$ cat src/rtl/kernel_chan_bridge.sv
// Channel bridge around a stall-controlled kernel pipeline. Output FIFO space is
// reserved before an operand enters the kernel, so no kernel result is ever dropped.
module kernel_chan_bridge #(
   parameter int DATAW = 32,
   parameter int LAT   = 5,
   parameter int DEPTH = 8
) (
   input  logic             clk,
   input  logic             rst,
   input  logic             stall_in,
   input  logic             in_valid,
   output logic             in_ready,
   input  logic [DATAW-1:0] in_data0,
   input  logic [DATAW-1:0] in_data1,
   output logic             k_stall,
   output logic [DATAW-1:0] k_vin0,
   output logic [DATAW-1:0] k_vin1,
   input  logic [DATAW-1:0] k_vout,
   output logic             out_valid,
   input  logic             out_ready,
   output logic [DATAW-1:0] out_data
);

   localparam int PW = (DEPTH > 1) ? $clog2(DEPTH) : 1;
   localparam int CW = $clog2(DEPTH + 1);
   localparam int RW = $clog2(DEPTH + LAT + 1);

   logic [LAT-1:0]   vld_q, vld_d;
   logic [CW-1:0]    cnt_q, cnt_d;
   logic [PW-1:0]    wrPtr_q, rdPtr_q;
   logic [DATAW-1:0] mem_q [DEPTH];
   logic [RW-1:0]    reserved;
   logic             accept, advance, push, pop;

   // Every in-flight operand holds a FIFO slot, so occupancy plus in-flight must fit.
   always_comb begin
      reserved = RW'(cnt_q);
      for (int i = 0; i < LAT; i++) begin
         reserved = reserved + RW'(vld_q[i]);
      end
   end

   assign in_ready  = !rst && !stall_in && (reserved < RW'(DEPTH));
   assign accept    = in_valid && in_ready;
   assign advance   = !stall_in && (accept || (vld_q != '0));
   assign push      = advance && vld_q[LAT-1];
   assign pop       = out_valid && out_ready;
   assign k_stall   = !advance;
   assign k_vin0    = in_data0;
   assign k_vin1    = in_data1;
   assign out_valid = (cnt_q != '0);
   assign out_data  = mem_q[rdPtr_q];

   generate
      if (LAT == 1) begin : gShortPipe
         assign vld_d = advance ? accept : vld_q;
      end else begin : gLongPipe
         assign vld_d = advance ? {vld_q[LAT-2:0], accept} : vld_q;
      end
   endgenerate

   always_comb begin
      cnt_d = cnt_q;
      if (push && !pop) begin
         cnt_d = cnt_q + CW'(1);
      end else if (pop && !push) begin
         cnt_d = cnt_q - CW'(1);
      end
   end

   always_ff @(posedge clk or posedge rst) begin
      if (rst) begin
         vld_q   <= '0;
         cnt_q   <= '0;
         wrPtr_q <= '0;
         rdPtr_q <= '0;
      end else begin
         vld_q <= vld_d;
         cnt_q <= cnt_d;
         if (push) begin
            wrPtr_q <= wrPtr_q + PW'(1);
         end
         if (pop) begin
            rdPtr_q <= rdPtr_q + PW'(1);
         end
      end
   end

   // Storage carries no reset; an entry is only read after it has been written.
   always_ff @(posedge clk) begin
      if (push) begin
         mem_q[wrPtr_q] <= k_vout;
      end
   end

endmodule

$ cat config.mk
export PLATFORM = sky130hd
export DESIGN_NAME = kernel_chan_bridge
export DESIGN_NICKNAME = d
export VERILOG_FILES = /design/src/rtl/kernel_chan_bridge.sv
export SDC_FILE = /design/constraint.sdc
export NUM_CORES = 1
export LEC_CHECK = 0
export ABC_AREA = 1
export BUFFER_PORTS_ARGS = -buffer_cell sky130_fd_sc_hd__buf_2
export CAP_MARGIN = 20
export CORE_MARGIN = 8
export CORE_UTILIZATION = 29
export DETAILED_ROUTE_END_ITERATION = 12
export GPL_TIMING_DRIVEN = 0
export SETUP_SLACK_MARGIN = 0.05
export SLEW_MARGIN = 20
export SYNTH_ARGS = -nofsm -noshare
export SYNTH_HDL_FRONTEND = slang
export SYNTH_SLANG_ARGS = --single-unit
$ cat constraint.sdc
create_clock -name clk -period 6.37 [get_ports clk]
set_clock_uncertainty 0.2 [all_clocks]
set_input_delay 0.3185 -clock clk [delete_from_list [all_inputs] [get_ports clk]]
set_output_delay 0.3185 -clock clk [all_outputs]
set_load 0.01 [all_outputs]
==> flow_metrics.tcl <==
set metrics [dict create \
    dieWidth_um 214 \
    wl_per_cell_um 18.4 \
    core_mm2 0.0386 \
    hpwl_um 21200 \
    yosysTopAreaCell "edfxtp_1" \
    period_needed_ps 3510 \
    dr.pass1.iters 5 \
    synth_edf_count 256 \
    grt_start_max_net_pins 22 \
    pwr-share-seq 0.364 \
    ys_seq_area_frac 0.712 \
    worst_r2r_path_depth 13 \
    r2r_end "vld_q[2]" \
    wirelength_um 30200 \
    area_delta_synth_final_pct 25.5 \
    leakage_nw 5.30 \
    max_cap_violations 0 \
    antenna_found_initial 0 \
    start_kind "register" \
    clkPwrFrac 0.262 \
    cts_sinks 271 \
    fmax_ghz 0.285 \
    synth_seq_cells 271 \
    vias 7590 \
    hold_viol 0 \
    netlist_top_cells_count "256 x edfxtp_1, 205 x nor2_1, 132 x nand2_1" \
    numCtsBuffers 28 \
    start_util 0.294 \
    cts_buffer_depth 3 \
    ir_worst_vdd_uv 224 \
    drc 0 \
    p_comb_frac 0.375 \
    tightest_slew_ps 743 \
    min_period_over_period 0.550 \
    path_buf_inv 2 \
    path_cells "fa_1 > fa_1 > ha_1 > nand2_1 > inv_1 > nand2_1 > nand2_1 > nand2_1 > nand4_1 > nand2_1 > nand2_1 > buf_2" \
    p_sw_w 0.00216 \
    netlist_instances 898 \
    rrSetupSlack_ps 3650 \
    outcome "finished, final reports clean" \
    arrival_ps 2990 \
    grt_overflow 0 \
    drive_gt1_frac 0.253 \
    antenna_left 0 \
    clock_latency_ps 540 \
    synth_area_leaders "edfxtp_1 68%, nor2_1 6.8%, o32ai_1 5.0%, buf_4 4.7%, nand2_1 4.4%" \
    async_reset_ff_frac 0.0554 \
    cp-startpoint "vld_q[0]" \
    avgViaCountPerCell 4.61 \
    crit_end "k_stall" \
    syn_avg_cell_area_um2 12.6 \
    cpLargestDelayFamily "adder cells" \
    clkTransAtPathRegs_ps 60 \
    critPathCaptureType "output pin" \
    r2r-start "vld_q[0]" \
    slew_viol_final 0 \
    cp_num_cells 12 \
    rows 72 \
    cts_tree "built" \
    cp_max_fo 5 \
    p_per_area_mw_per_mm2 409 \
    synth_top_area_frac 0.679 \
    synth_warnings 0 \
    setup_viol 0 \
    grt_pass1_vias 7853 \
    synth_cell_types 24 \
    cpMostUsedCell "nand2_1" \
    gp_congestion 0.753 \
    io_buffers 135 \
    critPathSlowestCell "fa_1" \
    switching_share 0.372 \
    yosys_most_used_dff "edfxtp_1" \
    final_nets 1224 \
    grt_pass1_wl_um 45100 \
    cts_root_buf "clkbuf_16" \
    slew_headroom 0.505 \
    power_w 0.00582 \
    syn-cell-area_mm2 0.0113 \
    rsz0062_at_grt "false" \
    internal_power_w 0.00365 \
    die_y_um 214 \
    antennaDiodeCount 0 \
    critPathRequiredTime_ps 5850 \
    nFillCells 3707 \
    yosysMostFrequentCell "edfxtp_1" \
    cts_setup_buffers 0 \
    synth_nets 1011 \
    io_pins 200 \
    die_area_mm2 0.0456 \
    critPathMaxStageDelay_ps 520 \
    drtIter0Drc 544 \
    tns_ps 0 \
    hold_path.class "input port to async pin" \
    criticalPathCategory "register to output pin" \
    track_usage 0.127 \
    htree_levels 1 \
]
through the flow:
step | std cells | util | setup WS [ps] | hold WS [ps] | cell area (um^2)
6_report | 1645 | 0.369 | 2860 | 204 | 14200
5_1_grt | 1645 | 0.369 | 2670 | 277 | 14200
4_1_cts | 1645 | 0.369 | 2830 | 215 | 14200
3_5_place_dp | 1563 | 0.337 | 3410 | 252 | 13000
3_3_place_gp | 1551 | 0.328 | 2100 | 225 | 12600
2_1_floorplan | 898 | - | 3550 | 20.0 | 11300
registers in the layout, indices dropped and copies added (netlist names):
signal   flops
wrPtr_q      3
mem_q      256
rdPtr_q      3
cnt_q        4
vld_q        5
layout make-up:
type	count	area (um^2)	area share
Inverter	15	56.3	0.00396
Multi-Input combinational cell	499	2530	0.178
Clock inverter	13	121	0.00854
Tap cell	518	648	0.0456
Clock buffer	33	729	0.0513
Sequential cell	271	8060	0.567
Timing Repair Buffer	183	1330	0.0933
Buffer	113	738	0.0520
what timing repair did:
item,in CTS,in global routing
hold endpoints to repair,278,0
hold buffers,36,0
resized for setup,0,0
worst min-delay path by stage:
stage                     from  endpoint  slack (ps)  depth (start not counted)
final                      rst  vld_q[0]         200                          3
after CTS                  rst  vld_q[0]         220                          3
after detailed placement   rst  vld_q[0]         250                          2
after global routing       rst  vld_q[0]         280                          3
after floorplan            rst  cnt_q[0]          20                          1
after global placement     rst  cnt_q[3]         220                          2
kinds of logic after synthesis:
logic type / share of synthesized area
and+or+nand+nor: 0.115
DFF: 0.712
AOI/OAI and AO/OA: 0.0807
buffers and inverters: 0.0702
adders and majority gates: 0.0152
xor gates and xnor gates: 0.00541
muxes: 0.000994
placed cells by master (no fill, tap or decap):
cell type,Yosys,final
buf_6,4,4
buf_4,71,71
inv_8,0,1
xnor2_1,2,2
bufinv_16,0,1
nor2_1,205,197
buf_8,0,2
nand4_1,1,1
buf_16,0,8
ha_1,9,9
xor2_1,5,5
clkinv_1,1,5
o21ai_0,67,67
buf_2,14,149
clkinvlp_4,0,2
nand2_1,132,132
clkbuf_16,0,28
a21o_1,1,1
nand3_1,6,6
clkbuf_1,22,26
or2_2,1,1
inv_2,1,1
nor2_4,0,8
a21oi_1,2,2
dfrtp_1,15,15
edfxtp_1,256,256
fa_1,3,3
clkinv_16,0,1
buf_12,0,2
clkbuf_8,0,1
mux2_2,1,1
buf_1,2,2
dlygate4sd3_1,0,36
o32ai_1,64,64
inv_1,13,13
clkinv_2,0,4
worst min-delay path, cell delays in order:
cell	delay (ps)
dlygate4sd3_1	530
buf_2	130
inv_1	460
power by group through the flow:
stage | Combinational (W) | Clock, W | Sequential (W)
floorplan | 0.00133 | 0 | 0.00214
global placement | 0.00214 | 0 | 0.00215
detailed placement | 0.00221 | 0 | 0.00215
CTS | 0.00224 | 0.00155 | 0.00212
global route | 0.00244 | 0.00162 | 0.00213
finish | 0.00218 | 0.00152 | 0.00211
metal layers:
metal | routed length (um) | global-route usage | vias to the layer above | share of wire
li1 | - | - | 3559 | -
met1 | 12200 | 0.154 | 3719 | 0.40
met2 | 15000 | 0.232 | 288 | 0.50
met3 | 2610 | 0.0231 | 24 | 0.086
met4 | 349 | 0.0312 | 0 | 0.012
met5 | 0 | 0 | - | 0
No activity file was read; power rests on OpenSTA's default activity.
